### config.mk
export PLATFORM = sky130hd
export DESIGN_NAME = fetch_queue_unit_flat
export DESIGN_NICKNAME = d
export VERILOG_FILES = /design/src/rtl/fetch_queue_unit_if.sv /design/src/rtl/fetch_queue_unit.sv /design/src/flat_wrapper.sv
export SDC_FILE = /design/constraint.sdc
export NUM_CORES = 1
export LEC_CHECK = 0
export ABC_AREA = 0
export BUFFER_PORTS_ARGS = -buffer_cell sky130_fd_sc_hd__buf_2
export CORE_MARGIN = 10
export CORE_UTILIZATION = 40
export DETAILED_ROUTE_END_ITERATION = 8
export PLACE_DENSITY = 0.65
export RECOVER_POWER = 50
export SETUP_SLACK_MARGIN = 0.1
export SLEW_MARGIN = 20
export SYNTH_ARGS = -nofsm -noshare
export SYNTH_HDL_FRONTEND = slang
export SYNTH_SLANG_ARGS = --single-unit
### constraint.sdc
create_clock -name clk -period 3.97 [get_ports clk]
set_input_delay 0 -clock clk [delete_from_list [all_inputs] [get_ports clk]]
set_output_delay 0 -clock clk [all_outputs]
set_load 0.01 [all_outputs]
### src/rtl/fetch_queue_unit_if.sv
// Fetch-unit bus bundle: instruction-memory request/response, redirect, and decode-side handshake.
// master = fetch unit, slave = surrounding memory/decode environment.
interface fetch_queue_unit_if #(
    parameter int DEPTH = 4
);
    localparam int CW = $clog2(DEPTH) + 1;

    logic          imem_req_valid;
    logic          imem_req_ready;
    logic [15:0]   imem_req_addr;
    logic          imem_resp_valid;
    logic [15:0]   imem_resp_data;
    logic          redirect_valid;
    logic [15:0]   redirect_pc;
    logic          id_valid;
    logic          id_ready;
    logic [15:0]   id_pc;
    logic [15:0]   id_pc_next;
    logic [15:0]   id_instr;
    logic [CW-1:0] q_count;

    modport master (
        output imem_req_valid, imem_req_addr,
        input  imem_req_ready, imem_resp_valid, imem_resp_data,
        input  redirect_valid, redirect_pc,
        output id_valid, id_pc, id_pc_next, id_instr, q_count,
        input  id_ready
    );

    modport slave (
        input  imem_req_valid, imem_req_addr,
        output imem_req_ready, imem_resp_valid, imem_resp_data,
        output redirect_valid, redirect_pc,
        input  id_valid, id_pc, id_pc_next, id_instr, q_count,
        output id_ready
    );
endinterface

### src/rtl/fetch_queue_unit.sv
// Instruction fetch with credit-limited outstanding requests, an in-flight PC tag FIFO and a decode queue.
// Optional macro FETCH_BYPASS_EN forwards a response straight to decode when the queue is empty.
module fetch_queue_unit #(
    parameter int          DEPTH    = 4,
    parameter int          MAX_OUT  = 2,
    parameter logic [15:0] RESET_PC = 16'h0000
) (
    input logic                clk,
    input logic                reset,
    fetch_queue_unit_if.master bus
);
    localparam int AW = $clog2(DEPTH);
    localparam int CW = AW + 1;
    localparam int TW = (MAX_OUT > 1) ? $clog2(MAX_OUT) : 1;

    logic [15:0]   pc_q, pc_d;
    logic [1:0]    out_q, out_d;
    logic [1:0]    disc_q, disc_d;
    logic [TW-1:0] tag_rd_q, tag_rd_d, tag_wr_q, tag_wr_d;
    logic [AW-1:0] head_q, head_d, tail_q, tail_d;
    logic [CW-1:0] count_q, count_d;

    logic [15:0]   tag_mem  [MAX_OUT];
    logic [15:0]   qpc_mem  [DEPTH];
    logic [15:0]   qins_mem [DEPTH];

    logic          req_valid, req_fire;
    logic          resp_fire, keep, byp, push, q_pop;
    logic [15:0]   resp_tag;
    logic          id_valid;
    logic [15:0]   id_pc, id_instr;

    function automatic logic [TW-1:0] tag_next(input logic [TW-1:0] p);
        return (p == TW'(MAX_OUT - 1)) ? '0 : p + 1'b1;
    endfunction

    // Credit rule: every in-flight request already owns a queue slot, so the queue cannot overflow.
    always_comb begin
        req_valid = !reset && !bus.redirect_valid
                    && (32'(out_q) < 32'(MAX_OUT))
                    && (32'(out_q) + 32'(count_q) < 32'(DEPTH));
        req_fire  = req_valid && bus.imem_req_ready;
        resp_fire = bus.imem_resp_valid && !reset && (out_q != 2'd0);
        resp_tag  = tag_mem[tag_rd_q];
        keep      = resp_fire && (disc_q == 2'd0) && !bus.redirect_valid;
`ifdef FETCH_BYPASS_EN
        byp       = keep && (count_q == '0);
`else
        byp       = 1'b0;
`endif
        push      = keep && !(byp && bus.id_ready);
        q_pop     = (count_q != '0) && bus.id_ready && !reset;
    end

    always_comb begin
        id_valid = 1'b0;
        id_pc    = 16'h0000;
        id_instr = 16'h0000;
        if ((count_q != '0) && !reset) begin
            id_valid = 1'b1;
            id_pc    = qpc_mem[head_q];
            id_instr = qins_mem[head_q];
        end else if (byp) begin
            id_valid = 1'b1;
            id_pc    = resp_tag;
            id_instr = bus.imem_resp_data;
        end
    end

    assign bus.imem_req_valid = req_valid;
    assign bus.imem_req_addr  = pc_q;
    assign bus.id_valid       = id_valid;
    assign bus.id_pc          = id_pc;
    assign bus.id_pc_next     = id_valid ? id_pc + 16'd1 : 16'h0000;
    assign bus.id_instr       = id_instr;
    assign bus.q_count        = count_q;

    always_comb begin
        pc_d     = pc_q;
        out_d    = out_q;
        disc_d   = disc_q;
        tag_rd_d = resp_fire ? tag_next(tag_rd_q) : tag_rd_q;
        tag_wr_d = req_fire ? tag_next(tag_wr_q) : tag_wr_q;
        head_d   = head_q;
        tail_d   = tail_q;
        count_d  = count_q;

        if (bus.redirect_valid)
            pc_d = bus.redirect_pc;
        else if (req_fire)
            pc_d = pc_q + 16'd1;

        case ({req_fire, resp_fire})
            2'b10:   out_d = out_q + 2'd1;
            2'b01:   out_d = out_q - 2'd1;
            default: out_d = out_q;
        endcase

        // Everything still in flight after this edge belongs to the abandoned path.
        if (bus.redirect_valid)
            disc_d = out_q - {1'b0, resp_fire};
        else if (resp_fire && (disc_q != 2'd0))
            disc_d = disc_q - 2'd1;

        if (bus.redirect_valid) begin
            head_d  = '0;
            tail_d  = '0;
            count_d = '0;
        end else begin
            if (push)
                tail_d = tail_q + 1'b1;
            if (q_pop)
                head_d = head_q + 1'b1;
            if (push && !q_pop)
                count_d = count_q + 1'b1;
            else if (!push && q_pop)
                count_d = count_q - 1'b1;
        end
    end

    always_ff @(posedge clk) begin
        if (reset) begin
            pc_q     <= RESET_PC;
            out_q    <= 2'd0;
            disc_q   <= 2'd0;
            tag_rd_q <= '0;
            tag_wr_q <= '0;
            head_q   <= '0;
            tail_q   <= '0;
            count_q  <= '0;
        end else begin
            pc_q     <= pc_d;
            out_q    <= out_d;
            disc_q   <= disc_d;
            tag_rd_q <= tag_rd_d;
            tag_wr_q <= tag_wr_d;
            head_q   <= head_d;
            tail_q   <= tail_d;
            count_q  <= count_d;
        end
    end

    always_ff @(posedge clk) begin
        if (req_fire)
            tag_mem[tag_wr_q] <= pc_q;
        if (push) begin
            qpc_mem[tail_q]  <= resp_tag;
            qins_mem[tail_q] <= bus.imem_resp_data;
        end
    end
endmodule

### src/flat_wrapper.sv
// flat-port wrapper written by rule: the top's interface ports become plain ports
module fetch_queue_unit_flat 
#(
    parameter int          DEPTH    = 4,
    parameter int          MAX_OUT  = 2,
    parameter logic [15:0] RESET_PC = 16'h0000
)
  (clk, reset, bus_imem_req_valid, bus_imem_req_addr, bus_imem_req_ready, bus_imem_resp_valid, bus_imem_resp_data, bus_redirect_valid, bus_redirect_pc, bus_id_valid, bus_id_pc, bus_id_pc_next, bus_id_instr, bus_q_count, bus_id_ready);
  fetch_queue_unit_if #(.DEPTH(DEPTH)) bus_i ();
  input logic clk;
  input logic reset;
  output wire logic [$bits(bus_i.imem_req_valid)-1:0] bus_imem_req_valid;
  output wire logic [$bits(bus_i.imem_req_addr)-1:0] bus_imem_req_addr;
  input wire logic [$bits(bus_i.imem_req_ready)-1:0] bus_imem_req_ready;
  input wire logic [$bits(bus_i.imem_resp_valid)-1:0] bus_imem_resp_valid;
  input wire logic [$bits(bus_i.imem_resp_data)-1:0] bus_imem_resp_data;
  input wire logic [$bits(bus_i.redirect_valid)-1:0] bus_redirect_valid;
  input wire logic [$bits(bus_i.redirect_pc)-1:0] bus_redirect_pc;
  output wire logic [$bits(bus_i.id_valid)-1:0] bus_id_valid;
  output wire logic [$bits(bus_i.id_pc)-1:0] bus_id_pc;
  output wire logic [$bits(bus_i.id_pc_next)-1:0] bus_id_pc_next;
  output wire logic [$bits(bus_i.id_instr)-1:0] bus_id_instr;
  output wire logic [$bits(bus_i.q_count)-1:0] bus_q_count;
  input wire logic [$bits(bus_i.id_ready)-1:0] bus_id_ready;
  assign bus_imem_req_valid = bus_i.imem_req_valid;
  assign bus_imem_req_addr = bus_i.imem_req_addr;
  assign bus_i.imem_req_ready = bus_imem_req_ready;
  assign bus_i.imem_resp_valid = bus_imem_resp_valid;
  assign bus_i.imem_resp_data = bus_imem_resp_data;
  assign bus_i.redirect_valid = bus_redirect_valid;
  assign bus_i.redirect_pc = bus_redirect_pc;
  assign bus_id_valid = bus_i.id_valid;
  assign bus_id_pc = bus_i.id_pc;
  assign bus_id_pc_next = bus_i.id_pc_next;
  assign bus_id_instr = bus_i.id_instr;
  assign bus_q_count = bus_i.q_count;
  assign bus_i.id_ready = bus_id_ready;
  fetch_queue_unit #(.DEPTH(DEPTH), .MAX_OUT(MAX_OUT), .RESET_PC(RESET_PC)) u_core (.clk(clk), .reset(reset), .bus(bus_i));
endmodule
==> flow_metrics.py, run 1 <==
metrics = {
    "run_status": {
        "status": "completed",
    },
    "flow_run": {
        "cap_violations": 0,
    },
    "yosys": {
        "synth-simple-area-share_pct": 9.28,
        "yosysTopAreaCellShare_pct": 59.2,
        "synth.area.top_cells": "edfxtp_1, dfxtp_1, mux4_2",
        "synth-seq-cells": 192,
        "synth-edff-count": 160,
        "dominantRegCellSynth": "edfxtp_1",
        "yosys.area_share.adder_pct": 1.94,
        "synth_largest_area_cell": "edfxtp_1",
        "syn_nets": 576,
        "synth_top_family_by_area": "multiplexers",
        "synth_cells": 526,
        "ys_types": 45,
        "synth_compound_area_share_pct": 3.88,
        "synth_area_per_cell_um2": 15.4,
        "ys_warn_count": 0,
        "async_reset_ff_share_pct": 0,
        "synth_xor_area_share_pct": 2.70,
        "syn_area_um2": 8120,
        "synthMuxAreaShare_pct": 12.1,
        "yosysSeqAreaShare_pct": 67.1,
    },
    "global_route": {
        "antenna_found_initial": 0,
        "grt_pass1_vias": 5049,
        "grt_usage_pct": 13.8,
        "gr-total-overflow": 0,
        "grt_max_degree": 35,
        "grt_pass1_wl_um": 28600,
    },
    "detailed_routing": {
        "drtAntennaViolNets": 0,
        "firstDrtPassIters": 5,
        "wl_per_cell_um": 18.8,
        "route.detailed.drc": 0,
        "viasPerCell": 5.25,
        "dr.first_iter.drc_count": 392,
        "vias": 5003,
        "totalWireLength_um": 17900,
    },
    "critical_path": {
        "start_kind": "flip-flop",
        "criticalPathCategory": "reg2out",
        "worstPathArrival_ns": 3.38,
        "critPathMaxFanout": 22,
        "r2r_cells": 10,
        "cp-end-kind": "output pin",
        "crit_required_ns": 3.97,
    },
    "cells_and_area": {
        "drive_above_1_share_pct": 18.6,
        "antenna_cells": 0,
        "final_cell_mix": "edfxtp_1, buf_2, clkbuf_1",
        "multi_input_comb_area_um2": 2430,
        "fin_nets": 720,
        "fill_cells": 1704,
        "synthToLayoutAreaGrowth_pct": 21.8,
        "final_common_cell": "edfxtp_1",
        "post-route-util_pct": 49.2,
        "register_area_um2": 5450,
    },
    "sta": {
        "period_needed_ns": 3.38,
        "fin_crit_sh_pct": 85.1,
        "tightest_slew_ns": 0.919,
        "rsz0062_at_grt": "no",
        "finalSetupViolations": 0,
        "fin_worst_hold_slack_ns": 0.0342,
        "drv_slew": 0,
        "relSlewSlack_pct": 38.7,
        "finalSetupTns_ns": 0,
        "finalHoldViolCount": 0,
        "max_freq_ghz": 0.296,
        "fin_worst_skew_ns": 0.00640,
        "worst_slack_ns": 0.591,
    },
    "place": {
        "gp_congestion": 0.831,
        "place_ws_ns": 1.02,
        "port_buffers": 106,
        "hpwlAfterDp_um": 12400,
    },
    "pwr": {
        "power_leakage_nw": 3.53,
        "ir_drop_uv": 285,
        "power_density_nw_per_um2": 432,
        "power_mw": 4.27,
    },
    "floorplan": {
        "die-area_um2": 26400,
        "io_pins": 107,
        "rows": 52,
        "die_h_um": 162,
        "start_util_pct": 40.4,
        "core_um2": 20100,
        "die_w_um": 162,
    },
    "min_path": {
        "whs_path_depth": 2,
        "hold_path_class": "in2reg",
    },
    "cts": {
        "cts_tree": "built",
        "cts.sinks": 192,
        "clockBufferDepth": 2,
        "cts_made_buffers": 17,
        "htreeDepth": 4,
        "clkLatencyLatePin_ns": 0.42,
        "clk_pin_slew_ns": 0.07,
        "cts_root_buf": "clkbuf_16",
    },
}
## per-layer routing
metal,GRT usage [%],up-vias,wire (µm),part of all wire [%]
li1,-,2323,-,-
met1,19.0,2461,8340,47
met2,20.5,207,7990,45
met3,4.68,12,1420,8.0
met4,3.18,0,119,0.67
met5,0,-,0,0
## where the power goes
group          switching (mW)  leakage (nW)  internal, mW
Sequential             0.0329          1.71          2.21
Clock                   0.760         0.313          1.08
Combinational           0.108          1.50        0.0825
Total                   0.901          3.53          3.37
## per-stage QoR
step / std cells / instance area (µm²)
after CTS: 953 / 9940
after global routing: 953 / 9890
after detailed placement: 885 / 8940
after global placement: 885 / 8940
final: 953 / 9890
after floorplan: 526 / 8120
## sequential cells by signal (all words and copies together) (netlist names), named ones only
register	cells
u_core.tag_wr_q	1
u_core.tag_mem	32
u_core.bus.q_count	3
u_core.qins_mem	64
u_core.disc_q	2
u_core.qpc_mem	64
u_core.tag_rd_q	1
u_core.out_q	2
u_core.bus.imem_req_addr	16
u_core.tail_q	2
u_core.head_q	2
## synthesized netlist by cell type (11+ instances only)
cell,n
edfxtp_1,160
nor2_1,40
dfxtp_1,32
and3_1,29
inv_1,21
a21oi_1,18
mux4_2,18
clkbuf_1,17
mux2_2,17
nand2_1,17
nand3_1,16
xnor2_1,16
o21ai_0,15
mux4_1,13
ha_1,11
## final cells by class
cell class                 count  share of cell area, %
clock buffer                  17                   4.30
clock inverter                15                   2.23
sequential                   192                   55.1
tap                          270                   3.42
timing repair buffer         152                   9.58
inverter                      22                  0.835
multi-input combinational    285                   24.6
## critical path: stages (launching register included)
cell	delay, ns
dfxtp_2	0.77
mux4_1	0.46
and3_1	0.20
ha_1	0.22
nand4_1	0.15
nor3_1	0.54
nand3_1	0.16
mux2_2	0.30
buf_2	0.14
## path summary, 6_finish.rpt
check	startpoint	to	slack (ns)
max reg2reg	u_core.bus.q_count[0]$_SDFFE_PP0P_	u_core.bus.q_count[2]$_SDFFE_PP0P_	1.11
min	reset	u_core.tag_wr_q$_SDFFE_PP0P_	0.03
min reg2reg	u_core.tag_rd_q$_SDFFE_PP0N_	u_core.tag_rd_q$_SDFFE_PP0N_	0.52
max	flip-flop	bus_id_pc_next[14]	0.59
## cell families (layout without fill, tap and decap cells)
kind of cell               count (synthesis)  after routing
DFF                                      192            192
and+or+nand+nor                          144            144
AOI/OAI and AO/OA                         53             53
muxes                                     51             51
buffers and inverters                     49            206
xor gates and xnor gates                  25             25
adders and majority gates                 12             12
## timing repair
item | CTS | global route
setup endpoints to repair | 0 | 0
setup buffers | 0 | 0
hold buffers | 36 | 0
hold endpoints to repair | 86 | 0
gates resized for setup | 0 | 0
Note: power is estimated with default switching activity, not from simulation.
==> run 2: changes to the inputs <==
- clock period: 3.97 -> 4.3 ns (I/O delays scaled with it)
==> run 2 against run 1 <==
Global-route usage fell by 0.21 points. Hold slack got worse by 0.013 ns. Flip-flop and latch count did not move. Clock skew rose by 0.0024 ns. Count of clock-buffer cells in the layout did not move. Die area did not move. Cell area fell by 1.1%. Highest routed layer unchanged. Total power fell by 12%. Via count barely moved.
==> flow_metrics.py, run 2 (same netlist as run 1, synthesis figures left out) <==
metrics = {
    "pwr": {
        "ir_drop_uv": 276,
        "power_leakage_nw": 3.49,
        "power_mw": 3.77,
        "power_density_nw_per_um2": 386,
    },
    "global_route": {
        "gr-total-overflow": 0,
        "grt_pass1_vias": 5220,
        "grt_pass1_wl_um": 28400,
        "grt_usage_pct": 13.6,
        "antenna_found_initial": 0,
        "grt_max_degree": 35,
    },
    "cts": {
        "cts_setup_buffers": 0,
        "cts_resized": 0,
        "cts_made_buffers": 17,
        "clockBufferDepth": 2,
        "cts.sinks": 192,
        "htreeDepth": 4,
        "cts.hold.buffers_added": 36,
        "clkLatencyLatePin_ns": 0.43,
        "cts_root_buf": "clkbuf_16",
        "cts_tree": "built",
        "clk_pin_slew_ns": 0.07,
    },
    "sta": {
        "max_freq_ghz": 0.297,
        "worst_slack_ns": 0.928,
        "tightest_slew_ns": 0.939,
        "finalSetupTns_ns": 0,
        "finalSetupViolations": 0,
        "relSlewSlack_pct": 36.5,
        "rsz0062_at_grt": "no",
        "fin_worst_skew_ns": 0.00882,
        "fin_crit_sh_pct": 78.4,
        "drv_slew": 0,
        "period_needed_ns": 3.37,
        "fin_worst_hold_slack_ns": 0.0211,
        "finalHoldViolCount": 0,
    },
    "floorplan": {
        "die_w_um": 162,
        "die_h_um": 162,
        "die-area_um2": 26400,
        "io_pins": 107,
        "start_util_pct": 40.4,
        "core_um2": 20100,
        "rows": 52,
    },
    "detailed_routing": {
        "dr.first_iter.drc_count": 381,
        "totalWireLength_um": 17600,
        "wl_per_cell_um": 18.5,
        "route.detailed.drc": 0,
        "firstDrtPassIters": 7,
        "drtAntennaViolNets": 0,
        "viasPerCell": 5.26,
        "vias": 5004,
    },
    "cells_and_area": {
        "antenna_cells": 0,
        "final_common_cell": "edfxtp_1",
        "drive_above_1_share_pct": 18.8,
        "finalNonFillerCells": 952,
        "final_cell_mix": "edfxtp_1, buf_2, clkbuf_1",
        "register_area_um2": 5450,
        "fin_nets": 719,
        "fill_cells": 1702,
        "synthToLayoutAreaGrowth_pct": 20.4,
        "reg.largest.list": "u_core.qins_mem (64), u_core.qpc_mem (64), u_core.tag_mem (32)",
        "multi_input_comb_area_um2": 2430,
    },
    "place": {
        "hpwlAfterDp_um": 12300,
        "post-place-cells": 884,
        "port_buffers": 106,
        "place_ws_ns": 1.24,
        "gp_congestion": 0.845,
    },
    "critical_path": {
        "critPathMaxFanout": 19,
        "regToRegEndpoint": "u_core.bus.q_count[2]$_SDFFE_PP0P_",
        "r2r_cells": 11,
        "worstPathArrival_ns": 3.37,
        "rr_startpoint": "u_core.bus.q_count[0]$_SDFFE_PP0P_",
        "cp-end-kind": "output pin",
        "criticalPathCategory": "reg2out",
        "start_kind": "flip-flop",
        "r2r_setup_slack_ns": 1.21,
        "crit_required_ns": 4.30,
    },
    "run_status": {
        "status": "completed",
    },
    "min_path": {
        "hold_path_class": "in2reg",
        "min-delay-start": "reset",
        "whs_path_depth": 2,
    },
    "flow_run": {
        "cap_violations": 0,
    },
}
[run 2: metrics by stage]
stage | utilization (%) | cell area, µm²
3_3_place_gp | 44.2 | 8890
4_1_cts | 48.9 | 9830
2_1_floorplan | - | 8120
6_report | 48.6 | 9780
5_1_grt | 48.6 | 9780
3_5_place_dp | 44.2 | 8890
[run 2: how the worst max path moves through the flow]
stage                                            start                                  to
CTS                                          flip-flop                  bus_id_pc_next[10]
global route                                 flip-flop                  bus_id_pc_next[10]
detailed placement  u_core.bus.q_count[0]$_SDFFE_PP0P_  u_core.bus.q_count[2]$_SDFFE_PP0P_
finish                                       flip-flop                  bus_id_pc_next[14]
global placement    u_core.bus.q_count[0]$_SDFFE_PP0P_  u_core.bus.q_count[2]$_SDFFE_PP0P_
floorplan           u_core.bus.q_count[0]$_SDFFE_PP0P_  u_core.bus.q_count[2]$_SDFFE_PP0P_
[run 2: per-layer routing]
layer,wire [µm],global-route usage [%],vias up
met1,8180,18.5,2430
met3,1530,4.52,29
met5,0,0,-
met2,7630,19.9,222
met4,246,4.51,0
li1,-,-,2323
[run 2: layout make-up]
type	instances	area share [%]
Timing Repair Buffer	151	9.26
Multi-Input combinational cell	285	24.8
Tap cell	270	3.45
Clock inverter	15	1.55
Clock buffer	17	4.35
Inverter	22	0.845
Sequential cell	192	55.7
[run 2: worst max-delay path, cell delays in order (launching register included)]
cell and delay, ns:
dfxtp_1 0.83, mux4_2 0.38, and3_2 0.22, ha_1 0.21, nand4_1 0.16, nor3_1 0.53
nand3_1 0.17, mux2_2 0.30, buf_2 0.14
[run 2: power by group]
group          internal (mW)  switching (mW)
Clock                  0.820           0.706
Sequential              2.04          0.0305
Combinational         0.0764          0.0985
Total                   2.94           0.835
==> run 3: changes to the inputs <==
- clock period: 4.3 -> 3.35 ns (I/O delays scaled with it)
==> run 3 against run 2 <==
Flip-flop and latch count stayed put. Sequential power is 29% higher. Sequential share of layout area down 0.48 points. Die area did not move. First-iteration DRC count is 31% lower. Final cell count up 0.63%. Largest cell class unchanged. Largest power group unchanged.
==> flow_metrics.py, run 3 (same netlist as run 1, synthesis figures left out) <==
metrics = {
    "sta": {
        "finalSetupViolations": 0,
        "finalSetupTns_ns": 0,
        "rsz0062_at_grt": "no",
        "drv_slew": 0,
        "period_needed_ns": 3.00,
        "fin_worst_skew_ns": 0.0119,
        "tightest_slew_ns": 0.983,
        "worst_slack_ns": 0.355,
        "fin_crit_sh_pct": 89.4,
        "relSlewSlack_pct": 34.4,
        "finalHoldViolCount": 0,
        "max_freq_ghz": 0.334,
    },
    "detailed_routing": {
        "drtAntennaViolNets": 0,
        "totalWireLength_um": 18100,
        "viasPerCell": 5.25,
        "route.detailed.drc": 0,
        "firstDrtPassIters": 5,
        "wl_per_cell_um": 18.9,
        "vias": 5028,
        "dr.first_iter.drc_count": 262,
    },
    "place": {
        "gp_congestion": 0.833,
        "place_area_um2": 8920,
        "post-place-cells": 888,
        "place_ws_ns": 0.575,
        "hpwlAfterDp_um": 12100,
        "port_buffers": 106,
    },
    "run_status": {
        "status": "completed",
    },
    "cells_and_area": {
        "fill_cells": 1728,
        "final_cell_mix": "edfxtp_1, buf_2, clkbuf_1",
        "drive_above_1_share_pct": 18.0,
        "finalNonFillerCells": 958,
        "synthToLayoutAreaGrowth_pct": 21.5,
        "antenna_cells": 0,
        "fin_area_um2": 9860,
        "multi_input_comb_area_um2": 2440,
        "fin_nets": 725,
        "final_common_cell": "edfxtp_1",
        "register_area_um2": 5450,
        "reg.largest.list": "u_core.qins_mem (64), u_core.qpc_mem (64), u_core.tag_mem (32)",
    },
    "cts": {
        "clkLatencyLatePin_ns": 0.44,
        "clk_pin_slew_ns": 0.07,
        "clockBufferDepth": 2,
        "cts_setup_buffers": 0,
        "cts_tree": "built",
        "htreeDepth": 4,
        "cts_made_buffers": 17,
        "cts_root_buf": "clkbuf_16",
        "cts.sinks": 192,
    },
    "critical_path": {
        "start_kind": "flip-flop",
        "slowest_stage": "or4_1",
        "criticalPathCategory": "reg2out",
        "r2r_setup_slack_ns": 0.53,
        "rr_startpoint": "u_core.out_q[1]$_SDFFE_PP0P_",
        "path_cells": "buf_4, mux4_1, nand4_1, or4_4, or4_1, a21oi_1, buf_2",
        "r2r_cells": 7,
        "cp-end-kind": "output pin",
        "setup.worst_path.end": "bus_id_pc_next[15]",
        "critPathMaxFanout": 14,
        "crit_required_ns": 3.35,
        "slowest_delay_ns": 0.51,
        "worstPathArrival_ns": 3.00,
        "regToRegEndpoint": "u_core.out_q[1]$_SDFFE_PP0P_",
    },
    "pwr": {
        "power_mw": 5.00,
        "ir_drop_uv": 377,
        "power_density_nw_per_um2": 507,
        "power_leakage_nw": 3.50,
    },
    "flow_run": {
        "cap_violations": 0,
    },
    "floorplan": {
        "io_pins": 107,
        "die_h_um": 162,
        "die_w_um": 162,
        "start_util_pct": 40.4,
        "rows": 52,
        "core_um2": 20100,
        "die-area_um2": 26400,
    },
    "min_path": {
        "hold_path_class": "in2reg",
    },
    "global_route": {
        "gr-total-overflow": 0,
        "grt_pass1_vias": 5143,
        "grt_max_degree": 33,
        "antenna_found_initial": 0,
        "grt_usage_pct": 13.7,
        "grt_pass1_wl_um": 28200,
    },
}
[run 3: cell types whose count changed in the layout (fill, tap and decap cells not counted), moves of 2 or more]
cell / before / now
clkbuf_1: 42 / 52
buf_2: 64 / 57
bufinv_16: 1 / 3
dlygate4sd3_1: 36 / 38
[run 3: through the flow]
step / hold WS, ns / utilization (%)
after floorplan: 0.0989 / -
after global placement: 0.212 / 44.4
after detailed placement: 0.224 / 44.4
after CTS: 0.0665 / 49.4
after global routing: 0.0953 / 49.1
final: 0.0836 / 49.1
[run 3: layout make-up]
type                       instances  share of cell area, %
clock buffer                      17                   4.31
tap                              270                   3.43
clock inverter                    15                   1.99
inverter                          22                  0.837
timing repair buffer             157                   9.49
multi-input combinational        285                   24.7
sequential                       192                   55.2
[run 3: critical path, delay by kind of cell, from the launching register on]
kind	cells	cell delay (ns)
compound gates	1	0.14
buf+inv	2	0.49
flops	1	0.49
mux	1	0.33
simple gates	3	1.11
[run 3: worst min path at each step]
stage	startpoint	end	slack, ns	depth (start not counted)
floorplan	bus_imem_resp_data[0]	u_core.qins_mem[0][0]$_DFFE_PP_	0.1	0
global placement	bus_imem_resp_data[1]	u_core.qins_mem[0][1]$_DFFE_PP_	0.21	1
detailed placement	bus_imem_resp_data[14]	u_core.qins_mem[0][14]$_DFFE_PP_	0.22	1
CTS	bus_imem_resp_valid	u_core.tag_rd_q$_SDFFE_PP0N_	0.07	4
global route	bus_imem_resp_valid	flip-flop	0.1	4
finish	bus_imem_resp_valid	u_core.tag_rd_q$_SDFFE_PP0N_	0.08	4
[run 3: metal layers]
layer	global-route usage, %	wire length (µm)	up-vias
li1	-	-	2331
met1	18.4	8410	2479
met2	20.3	8030	204
met3	5.06	1540	14
met4	3.72	143	0
met5	0	0	-
[run 3: report_power, final]
| part | total, mW | internal, mW | leakage (nW) | switching (mW) |
|---|---|---|---|---|
| sequential | 2.66 | 2.62 | 1.71 | 0.0393 |
| clock | 2.11 | 1.20 | 0.303 | 0.909 |
| combinational | 0.229 | 0.100 | 1.49 | 0.129 |
[run 3: timing repair]
action,in CTS,in global routing
gates resized for setup,1,1
setup endpoints to repair,1,1
endpoints found under the hold margin,86,0
hold buffers,38,0
pin swaps,0,0
